### config.mk
export PLATFORM = sky130hd
export DESIGN_NAME = data_ram_bank_xbar
export DESIGN_NICKNAME = d
export VERILOG_FILES = /design/src/rtl/mem_map_pkg.sv /design/src/rtl/rr_arbiter.sv /design/src/rtl/data_ram_bank_xbar.sv
export SDC_FILE = /design/constraint.sdc
export NUM_CORES = 1
export LEC_CHECK = 0
export CAP_MARGIN = 20
export CORE_AREA = 2 2 295 297
export CTS_BUF_LIST = sky130_fd_sc_hd__clkbuf_16
export CTS_CLUSTER_SIZE = 28
export DETAILED_ROUTE_END_ITERATION = 7
export DIE_AREA = 0 0 297 299
export DONT_BUFFER_PORTS = 1
export GPL_TIMING_DRIVEN = 1
export MAX_ROUTING_LAYER = met4
export PLACE_DENSITY = 0.4
export SLEW_MARGIN = 15
export SYNTH_ARGS = -nofsm -noshare
export SYNTH_HDL_FRONTEND = slang
export SYNTH_SLANG_ARGS = --single-unit
### constraint.sdc
create_clock -name clk -period 4.6 [get_ports clk]
set_input_delay 0.23 -clock clk [delete_from_list [all_inputs] [get_ports clk]]
set_output_delay 0.23 -clock clk [all_outputs]
set_load 0.02 [all_outputs]
### src/rtl/mem_map_pkg.sv
// Data-RAM memory map: bank window constants and the per-bank address rule.
// Bank i covers [base + i*size, base + (i+1)*size - 1].
package mem_map_pkg;

  localparam logic [31:0] RAM_BANK_SIZE          = 32'h0000_8000;
  localparam logic [31:0] DATA_RAM_START_ADDRESS = 32'h0000_8000;

  typedef struct packed {
    logic [31:0] idx;
    logic [31:0] start_addr;
    logic [31:0] end_addr;
  } mem_map_t;

  function automatic mem_map_t bank_rule(input int unsigned i, input logic [31:0] base,
                                         input logic [31:0] size);
    mem_map_t rule;
    rule.idx        = 32'(i);
    rule.start_addr = base + 32'(i) * size;
    rule.end_addr   = rule.start_addr + size - 32'd1;
    return rule;
  endfunction

endpackage

### src/rtl/rr_arbiter.sv
// Round-robin arbiter: the search for a requester starts at i_ptr and wraps.
// Purely combinational; the caller owns and advances the pointer.
module rr_arbiter #(
  parameter  int unsigned N  = 4,
  localparam int unsigned IW = (N > 1) ? $clog2(N) : 1
) (
  input  logic [N-1:0]  i_req,
  input  logic [IW-1:0] i_ptr,
  output logic [N-1:0]  o_gnt,
  output logic [IW-1:0] o_gnt_idx
);

  logic          w_found;
  logic [IW-1:0] w_k;

  always_comb begin
    o_gnt     = '0;
    o_gnt_idx = '0;
    w_found   = 1'b0;
    w_k       = '0;
    for (int unsigned i = 0; i < N; i++) begin
      w_k = IW'((32'(i_ptr) + i) % N);
      if (!w_found && i_req[w_k]) begin
        o_gnt[w_k] = 1'b1;
        o_gnt_idx  = w_k;
        w_found    = 1'b1;
      end
    end
  end

endmodule

### src/rtl/data_ram_bank_xbar.sv
// Crossbar from NUM_REQ LSU ports onto NUM_BANKS data-RAM banks, round-robin per bank,
// with a fixed one-cycle response path (read data, write completion or window error).
module data_ram_bank_xbar
  import mem_map_pkg::*;
#(
  parameter int unsigned NUM_REQ   = 4,
  parameter int unsigned NUM_BANKS = 4,
  parameter logic [31:0] BANK_SIZE = RAM_BANK_SIZE,
  parameter logic [31:0] BASE_ADDR = DATA_RAM_START_ADDRESS,
  parameter int unsigned DATA_W    = 32,
  localparam int unsigned AW   = $clog2(BANK_SIZE / 4),
  localparam int unsigned BE_W = DATA_W / 8
) (
  input  logic                               clk,
  input  logic                               reset,
  input  logic [NUM_REQ-1:0]                 req_valid_i,
  output logic [NUM_REQ-1:0]                 req_ready_o,
  input  logic [NUM_REQ-1:0]                 req_we_i,
  input  logic [NUM_REQ-1:0][31:0]           req_addr_i,
  input  logic [NUM_REQ-1:0][DATA_W-1:0]     req_wdata_i,
  input  logic [NUM_REQ-1:0][BE_W-1:0]       req_be_i,
  output logic [NUM_REQ-1:0]                 rsp_valid_o,
  output logic [NUM_REQ-1:0][DATA_W-1:0]     rsp_rdata_o,
  output logic [NUM_REQ-1:0]                 rsp_err_o,
  output logic [NUM_BANKS-1:0]               bank_req_o,
  output logic [NUM_BANKS-1:0]               bank_we_o,
  output logic [NUM_BANKS-1:0][AW-1:0]       bank_addr_o,
  output logic [NUM_BANKS-1:0][DATA_W-1:0]   bank_wdata_o,
  output logic [NUM_BANKS-1:0][BE_W-1:0]     bank_be_o,
  input  logic [NUM_BANKS-1:0][DATA_W-1:0]   bank_rdata_i
);

  localparam int unsigned BW = (NUM_BANKS > 1) ? $clog2(NUM_BANKS) : 1;
  localparam int unsigned RW = (NUM_REQ > 1) ? $clog2(NUM_REQ) : 1;

  if (NUM_BANKS == 0 || (NUM_BANKS & (NUM_BANKS - 1)) != 0) begin : g_chk_nb
    $error("NUM_BANKS must be a power of two");
  end
  if (BANK_SIZE < 32'd8 || (BANK_SIZE & (BANK_SIZE - 32'd1)) != 32'd0) begin : g_chk_bs
    $error("BANK_SIZE must be a power of two of at least 8 bytes");
  end
  if ((BASE_ADDR & (BANK_SIZE - 32'd1)) != 32'd0) begin : g_chk_base
    $error("BASE_ADDR must be BANK_SIZE-aligned");
  end

  logic [NUM_REQ-1:0][NUM_BANKS-1:0] w_hit;
  logic [NUM_REQ-1:0]                w_inr;
  logic [NUM_REQ-1:0][BW-1:0]        w_bsel;
  logic [NUM_BANKS-1:0][NUM_REQ-1:0] w_breq;
  logic [NUM_BANKS-1:0][NUM_REQ-1:0] w_gnt;
  logic [NUM_BANKS-1:0][RW-1:0]      w_gidx;
  logic [NUM_BANKS-1:0][RW-1:0]      r_ptr;
  logic [NUM_REQ-1:0]                r_vld, r_err, r_we;
  logic [NUM_REQ-1:0][BW-1:0]        r_bank;

  // Bounds are compared on the raw address, so nothing below the window can wrap into a bank.
  for (genvar r = 0; r < NUM_REQ; r++) begin : g_dec
    for (genvar b = 0; b < NUM_BANKS; b++) begin : g_rule
      localparam mem_map_t RULE = bank_rule(b, BASE_ADDR, BANK_SIZE);
      assign w_hit[r][b] = (req_addr_i[r] >= RULE.start_addr) && (req_addr_i[r] <= RULE.end_addr);
    end
  end

  always_comb begin
    w_inr  = '0;
    w_bsel = '0;
    w_breq = '0;
    for (int unsigned r = 0; r < NUM_REQ; r++) begin
      w_inr[r] = |w_hit[r];
      for (int unsigned b = 0; b < NUM_BANKS; b++) begin
        if (w_hit[r][b]) w_bsel[r] = BW'(b);
        w_breq[b][r] = !reset && req_valid_i[r] && w_hit[r][b];
      end
    end
  end

  for (genvar b = 0; b < NUM_BANKS; b++) begin : g_arb
    rr_arbiter #(.N(NUM_REQ)) u_arb (
      .i_req     (w_breq[b]),
      .i_ptr     (r_ptr[b]),
      .o_gnt     (w_gnt[b]),
      .o_gnt_idx (w_gidx[b])
    );
  end

  always_comb begin
    bank_req_o   = '0;
    bank_we_o    = '0;
    bank_addr_o  = '0;
    bank_wdata_o = '0;
    bank_be_o    = '0;
    req_ready_o  = '0;
    for (int unsigned b = 0; b < NUM_BANKS; b++) begin
      if (|w_gnt[b]) begin
        bank_req_o[b]   = 1'b1;
        bank_we_o[b]    = req_we_i[w_gidx[b]];
        bank_addr_o[b]  = req_addr_i[w_gidx[b]][AW+1:2];
        bank_wdata_o[b] = req_wdata_i[w_gidx[b]];
        bank_be_o[b]    = req_be_i[w_gidx[b]];
      end
    end
    // Out-of-window requests are accepted at once and answered with an error.
    for (int unsigned r = 0; r < NUM_REQ; r++) begin
      req_ready_o[r] = !reset && req_valid_i[r] && !w_inr[r];
      for (int unsigned b = 0; b < NUM_BANKS; b++)
        if (w_gnt[b][r]) req_ready_o[r] = 1'b1;
    end
  end

  always_ff @(posedge clk) begin
    if (reset) begin
      r_ptr  <= '0;
      r_vld  <= '0;
      r_err  <= '0;
      r_we   <= '0;
      r_bank <= '0;
    end else begin
      for (int unsigned b = 0; b < NUM_BANKS; b++)
        if (|w_gnt[b]) r_ptr[b] <= (w_gidx[b] == RW'(NUM_REQ - 1)) ? '0 : w_gidx[b] + 1'b1;
      r_vld  <= req_ready_o;
      r_err  <= ~w_inr;
      r_we   <= req_we_i;
      r_bank <= w_bsel;
    end
  end

  always_comb begin
    rsp_rdata_o = '0;
    for (int unsigned r = 0; r < NUM_REQ; r++)
      if (r_vld[r] && !r_we[r] && !r_err[r]) rsp_rdata_o[r] = bank_rdata_i[r_bank[r]];
  end

  assign rsp_valid_o = r_vld;
  assign rsp_err_o   = r_vld & r_err;

endmodule
==> out/metrics.cfg, run 1 <==
[status]
status = completed

[synthesis]
synth_simple_gate_area_frac = 0.319
netlist.area_leader.share = 0.215
synth_compound_area_frac = 0.307
synth_mux_area_frac = 0.252
syn_nets = 2432
yosys.area_share.adder = 0.0135
ys_seq_elements = 28
synth_area_mm2 = 0.0149
synth-xor-area-share = 0.00353
async_flop_share = 0
synth-main-ff-cell = dfxtp_1
synth_enable_flop_cells = 0
yosysSeqAreaShare = 0.0377
synth_top_family_by_area = simple AND/OR/NAND/NOR gates
netlist_top_cells_area = mux4_2 (21%), nand2_1 (10%), a311oi_1 (8.5%)
synth.avg_cell_area_um2 = 7.42
yosysTopAreaCell = mux4_2
ys_warn_count = 0
synth_cell_types = 83
synthCells = 2006

[route]
via_per_inst = 5.93
wl_per_cell_um = 33.0
wl_met1_um = 40000
route.met2.wl_um = 52500
postRouteAntennaNets = 0
drc_errors = 0
firstDrtPassIters = 6
met3_length_um = 11600
vias = 19610
routed_wl_um = 109000
top_layer = met4
drt_iter0_markers = 1989

[clock_tree]
cts_root_buf = clkbuf_16
cts_tree = yes
postCtsSetupRepairBufs = 0
cts.sinks = 28
htree_levels = 1
insertion_delay_ns = 0.29
clk_pin_slew_ns = 0.09
numCtsBuffers = 3
clk_path_buf_depth = 2

[floorplan]
die_w_um = 297
io_pins = 754
rows = 108
coreArea_mm2 = 0.0859
initial_core_util = 0.173
die_area_mm2 = 0.0888
die_y_um = 299

[pwr]
p_sw_w = 0.000570
p_sw_frac = 0.432
p_int_w = 0.000748
irDropWorstVdd_mv = 0.112
leakagePower_nw = 6.05
pwr-share-seq = 0.203
combPwrFrac = 0.576
p_clk_frac = 0.221
p_per_area_mw_per_mm2 = 70.1

[min_path]
hold_path_startpoint = reset
min_path_cells = 1
min_to = r_ptr[2]
hp-class = in -> reg

[layout]
fin_cells = 3308
postLayoutCellArea_mm2 = 0.0188
nFillCells = 9657
final_util = 0.219
drive_gt1_frac = 0.257
syn_to_final_growth_pct = 26.5
multi_input_area_mm2 = 0.0135
layout.nets = 2568
ff_latch_area_um2 = 572

[worst_setup_path]
critPathRequiredTime_ns = 4.37
r2r_start = r_ptr[7]
end_kind = primary output
crit_fanout = 19
ff2ff_setup_slack_ns = 0.81
crit_type = reg -> out
reg2reg_to = r_ptr[7]
cp.arrival_ns = 4.16
r2r_cells = 11
start_kind = register

[placement]
place_area_mm2 = 0.0187
dp_cells = 3291
numPortBuffers = 0
dp_hpwl_um = 86400
place.gp.congestion = 1.00

[grt]
antenna_found_initial = 9
grt_pass1_wl_um = 152000
grt_pass1_vias = 19059
grt_max_degree = 82
overflow = 0
grt_use_total = 0.239

[timing]
finalSetupViolCount = 0
period_share = 0.954
min_period_ns = 4.39
rsz0062_at_grt = no
worstMarginPinSlew_ns = 1.18
timing.fmax_ghz = 0.228
hold_viol_final = 0
timing.hold.ws_ns = 0.000151
maxSlewViolCount = 0
slew_headroom = 0.215
fin_setup_tns_ns = 0
fin_skew_ns = 0.0102

[job]
maxCapViolations = 0

## flip-flops by register name, summed over array words and instances (netlist names)
name / flops
r_ptr: 8
r_err: 4
r_bank: 8
r_we: 4
rsp_valid_o: 4
## final cells by class
cell class,count,share of cell area
Multi-Input combinational cell,1731,0.716
Timing Repair Buffer,352,0.165
Tap cell,1155,0.0768
Sequential cell,28,0.0304
Inverter,26,0.00519
Clock buffer,3,0.00399
Clock inverter,1,0.00160
Antenna cell,12,0.00160
## placed cells by master (no fill, tap or decap), types with 24 or more instances in the layout
cell and count:
nand2_1 396, buf_4 315, and2_1 164, a211oi_1 155
a311oi_1 143, mux4_2 142, nor2b_1 110, a31oi_1 61
a221oi_1 55, mux2i_1 52, nor2_1 48, and3_1 43
a21oi_1 38, buf_12 35, nor3_1 25, o21ai_0 24
## per-layer routing
metal / vias up / GRT usage
li1: 8213 / -
met1: 9892 / 0.262
met2: 1331 / 0.400
met3: 174 / 0.0779
met4: 0 / 0.0948
met5: - / -
## synth_stat cells (all sizes together) (46+ instances only)
master / number
a221oi: 57
nor2b: 110
buf: 46
and2: 167
clkbuf: 175
a211oi: 155
a311oi: 145
a31oi: 61
mux4: 142
nor2: 50
nand2: 399
mux2i: 52
## worst max-delay path, stage by stage (launching register included)
cell and delay [ns]:
dfxtp_1 0.42, clkinv_1 0.13, ha_1 0.43, clkinv_1 0.29, nand2_1 0.19, nor3_1 0.09, a21o_1 0.21, nor3_4 0.28
buf_4 0.19, o221ai_4 0.16, nand2_4 0.41, buf_12 0.24, mux2i_1 0.09, a221oi_1 0.44, buf_4 0.28
## kinds of logic (layout without fill, tap and decap cells)
group,count (synthesis),in the layout
and+or+nand+nor,923,923
AOI/OAI and AO/OA,589,589
buffers and inverters,247,382
muxes,197,197
DFF,28,28
adders and majority gates,16,16
xor gates and xnor gates,6,6
other,0,12
## per-stage QoR
step | setup slack, ns | total power, W
final | 0.212 | 0.00132
after global routing | 0.0185 | 0.00138
after CTS | 0.148 | 0.00133
after detailed placement | 0.356 | 0.00103
after global placement | 0.183 | 0.00103
after floorplan | 0.467 | 0.000779
## worst max-delay path by stage
stage	endpoint	slack, ns	startpoint
after CTS	bank_we_o[0]	0.15	r_ptr[1]
after global placement	bank_wdata_o[14]	0.18	req_addr_i[22]
after global routing	bank_wdata_o[35]	0.02	r_ptr[2]
after detailed placement	bank_addr_o[23]	0.36	req_addr_i[31]
after floorplan	bank_addr_o[14]	0.47	r_ptr[2]
final	bank_addr_o[23]	0.21	r_ptr[2]
## timing repair
item	in CTS	in global routing
gates resized for setup	0	2
hold buffers	0	1
endpoints found under the setup margin	0	8
endpoints found under the hold margin	0	2
## power groups by stage
stage	Clock, W	Sequential (W)	Combinational, W
floorplan	0	0.000267	0.000512
global placement	0	0.000274	0.000757
detailed placement	0	0.000274	0.000757
CTS	0.000298	0.000268	0.000762
global route	0.000302	0.000269	0.000809
finish	0.000292	0.000267	0.000760
(Power assumes the default switching activity.)
==> inputs of run 2 (changes only) <==
- HOLD_SLACK_MARGIN: default -> 0.1
==> run 2 against run 1 <==
  * Sequential share of layout area about the same
  * Final area increased by 0.37%
  * Register-to-register slack got worse by 0.07 ns
  * Routed wire length increased by 0.38%
  * Via count increased by 0.47%
  * Total power increased by 0.66%
  * Non-clock buffer count increased by 7
  * Worst setup slack got worse by 0.030 ns
  * Hold slack improved by 0.12 ns
  * Highest routed layer unchanged
  * Utilization increased by 0.082 points
  * Clock skew increased by 0.00063 ns
  * Final cell count increased by 0.21%
==> out/metrics.cfg, run 2 (synthesis results as in run 1) <==
[worst_setup_path]
crit_type = reg -> out
crit_chain = clkinv_1 -> ha_1 -> clkinv_1 -> a2111oi_0 -> o2111ai_1 -> and3_1 -> o221ai_4 -> nand2_4 -> buf_12 -> mux2i_1 -> a221oi_1 -> buf_4
slowest_stage = a221oi_1
end_kind = primary output
max_stage_delay_ns = 0.44  ; about the same
crit_fanout = 19  ; unchanged
start_kind = register
cp.arrival_ns = 4.19  ; +0.03 ns
cp_common_cell = clkinv_1
critPathRequiredTime_ns = 4.37  ; about the same

[timing]
timing.fmax_ghz = 0.226  ; -0.67%
hold_viol_final = 0  ; unchanged
period_share = 0.960  ; +0.00644
maxSlewViolCount = 0  ; unchanged
finalSetupViolCount = 0  ; unchanged
rsz0062_at_grt = no
fin_skew_ns = 0.0108  ; +0.000632 ns
fin_setup_tns_ns = 0  ; unchanged
min_period_ns = 4.42  ; +0.0296 ns
slew_headroom = 0.224  ; +0.00888
worstMarginPinSlew_ns = 1.16  ; -0.0133 ns

[clock_tree]
insertion_delay_ns = 0.29  ; about the same
htree_levels = 1  ; unchanged
clk_pin_slew_ns = 0.09  ; about the same
numCtsBuffers = 3  ; unchanged
cts.sinks = 28  ; unchanged
cts_root_buf = clkbuf_16
clk_path_buf_depth = 2  ; unchanged
cts_tree = yes

[floorplan]
coreArea_mm2 = 0.0859  ; unchanged
initial_core_util = 0.173  ; unchanged
rows = 108  ; unchanged
io_pins = 754  ; unchanged
die_y_um = 299  ; unchanged
die_w_um = 297  ; unchanged
die_area_mm2 = 0.0888  ; unchanged

[placement]
dp_hpwl_um = 86400  ; unchanged
place_area_mm2 = 0.0187  ; unchanged
numPortBuffers = 0  ; unchanged
place.gp.congestion = 1.00  ; unchanged

[job]
maxCapViolations = 0  ; unchanged

[route]
drc_errors = 0  ; unchanged
wl_per_cell_um = 33.1  ; +0.17%
postRouteAntennaNets = 0  ; unchanged
firstDrtPassIters = 5  ; -1
via_per_inst = 5.94  ; +0.26%
drt_iter0_markers = 1917  ; -3.6%
routed_wl_um = 110000  ; +0.38%
vias = 19703  ; +0.47%

[grt]
grt_pass1_vias = 19124  ; +0.34%
overflow = 0  ; unchanged
grt_pass1_wl_um = 153000  ; +0.34%
grt_use_total = 0.240  ; +0.000977
antenna_found_initial = 8  ; -1
grt_max_degree = 82  ; unchanged

[pwr]
p_clk_frac = 0.219  ; -0.002
combPwrFrac = 0.580  ; +0.004
leakagePower_nw = 6.08  ; +0.48%
p_sw_w = 0.000575  ; +0.83%
irDropWorstVdd_mv = 0.112  ; -0.19%
pwr-share-seq = 0.201  ; -0.002
p_sw_frac = 0.433  ; +0.000742
p_int_w = 0.000752  ; +0.53%
p_per_area_mw_per_mm2 = 70.3  ; +0.29%

[min_path]
hp-class = in -> reg

[layout]
drive_gt1_frac = 0.256  ; -0.000837
layout_commonest_cell = nand2_1
syn_to_final_growth_pct = 27.0
final_cell_mix = nand2_1 (396), buf_4 (315), and2_1 (164)
top_regs = r_bank x8, r_ptr x8
postLayoutCellArea_mm2 = 0.0189  ; +0.37%
layout.nets = 2575  ; +0.27%

[status]
status = completed

run 2: critical path: cells and delay by family (launching register included):
kind,cells,cell delay (ns)
mux,1,0.12
fa+ha+maj,1,0.43
simple gates,2,0.64
buf+inv,4,0.98
flops,1,0.42
compound gates,4,1.26
run 2: final cells by class:
type / instances / area [µm²]
fill: 9656 / 67100
multi-input combinational: 1731 / 13500
timing repair buffer: 359 / 3170
tap: 1155 / 1450
sequential: 28 / 572
inverter: 26 / 97.6
clock buffer: 3 / 75.1
clock inverter: 1 / 30.0
antenna: 12 / 30.0
run 2: power groups by stage:
stage	clock [W]	combinational, W	sequential [W]
4_1_cts	0.000298	0.000773	0.000268
3_3_place_gp	0	0.000757	0.000274
3_5_place_dp	0	0.000757	0.000274
2_1_floorplan	0	0.000512	0.000267
5_1_grt	0.000302	0.000819	0.000269
6_report	0.000291	0.000769	0.000267
run 2: final timing paths:
kind | startpoint | endpoint | slack (ns) | cells after the start
setup / recovery | r_ptr[2] | bank_addr_o[23] | 0.18 | 12
hold / removal | req_addr_i[49] | r_bank[2] | 0.12 | 2
setup reg to reg | r_ptr[7] | r_ptr[7] | 0.74 | 11
hold reg to reg | r_ptr[3] | r_ptr[3] | 0.65 | 3
run 2: metal layers:
layer | vias to the layer above | share of wire | wire (µm) | track usage
met5 | - | 0 | 0 | -
met4 | 0 | 0.047 | 5160 | 0.0955
met3 | 181 | 0.11 | 11800 | 0.0784
met2 | 1345 | 0.48 | 52500 | 0.401
met1 | 9950 | 0.37 | 40200 | 0.263
li1 | 8227 | - | - | -
run 2: what timing repair did:
item                                   CTS  global route
setup buffers                            0             0
hold buffers                             8             0
endpoints found under the hold margin   18             0
setup endpoints to repair                0             8
resized for setup                        0             2
run 2: through the flow:
stage	util	worst slack (ns)	cells	total power, W	hold slack, ns
after floorplan	-	0.467	2006	0.000779	0.307
after global placement	0.217	0.183	3290	0.00103	0.316
after detailed placement	0.217	0.356	3291	0.00103	0.314
after CTS	0.219	0.148	3303	0.00134	0.105
after global routing	0.220	0.0185	3310	0.00139	0.118
final	0.220	0.183	3315	0.00133	0.125
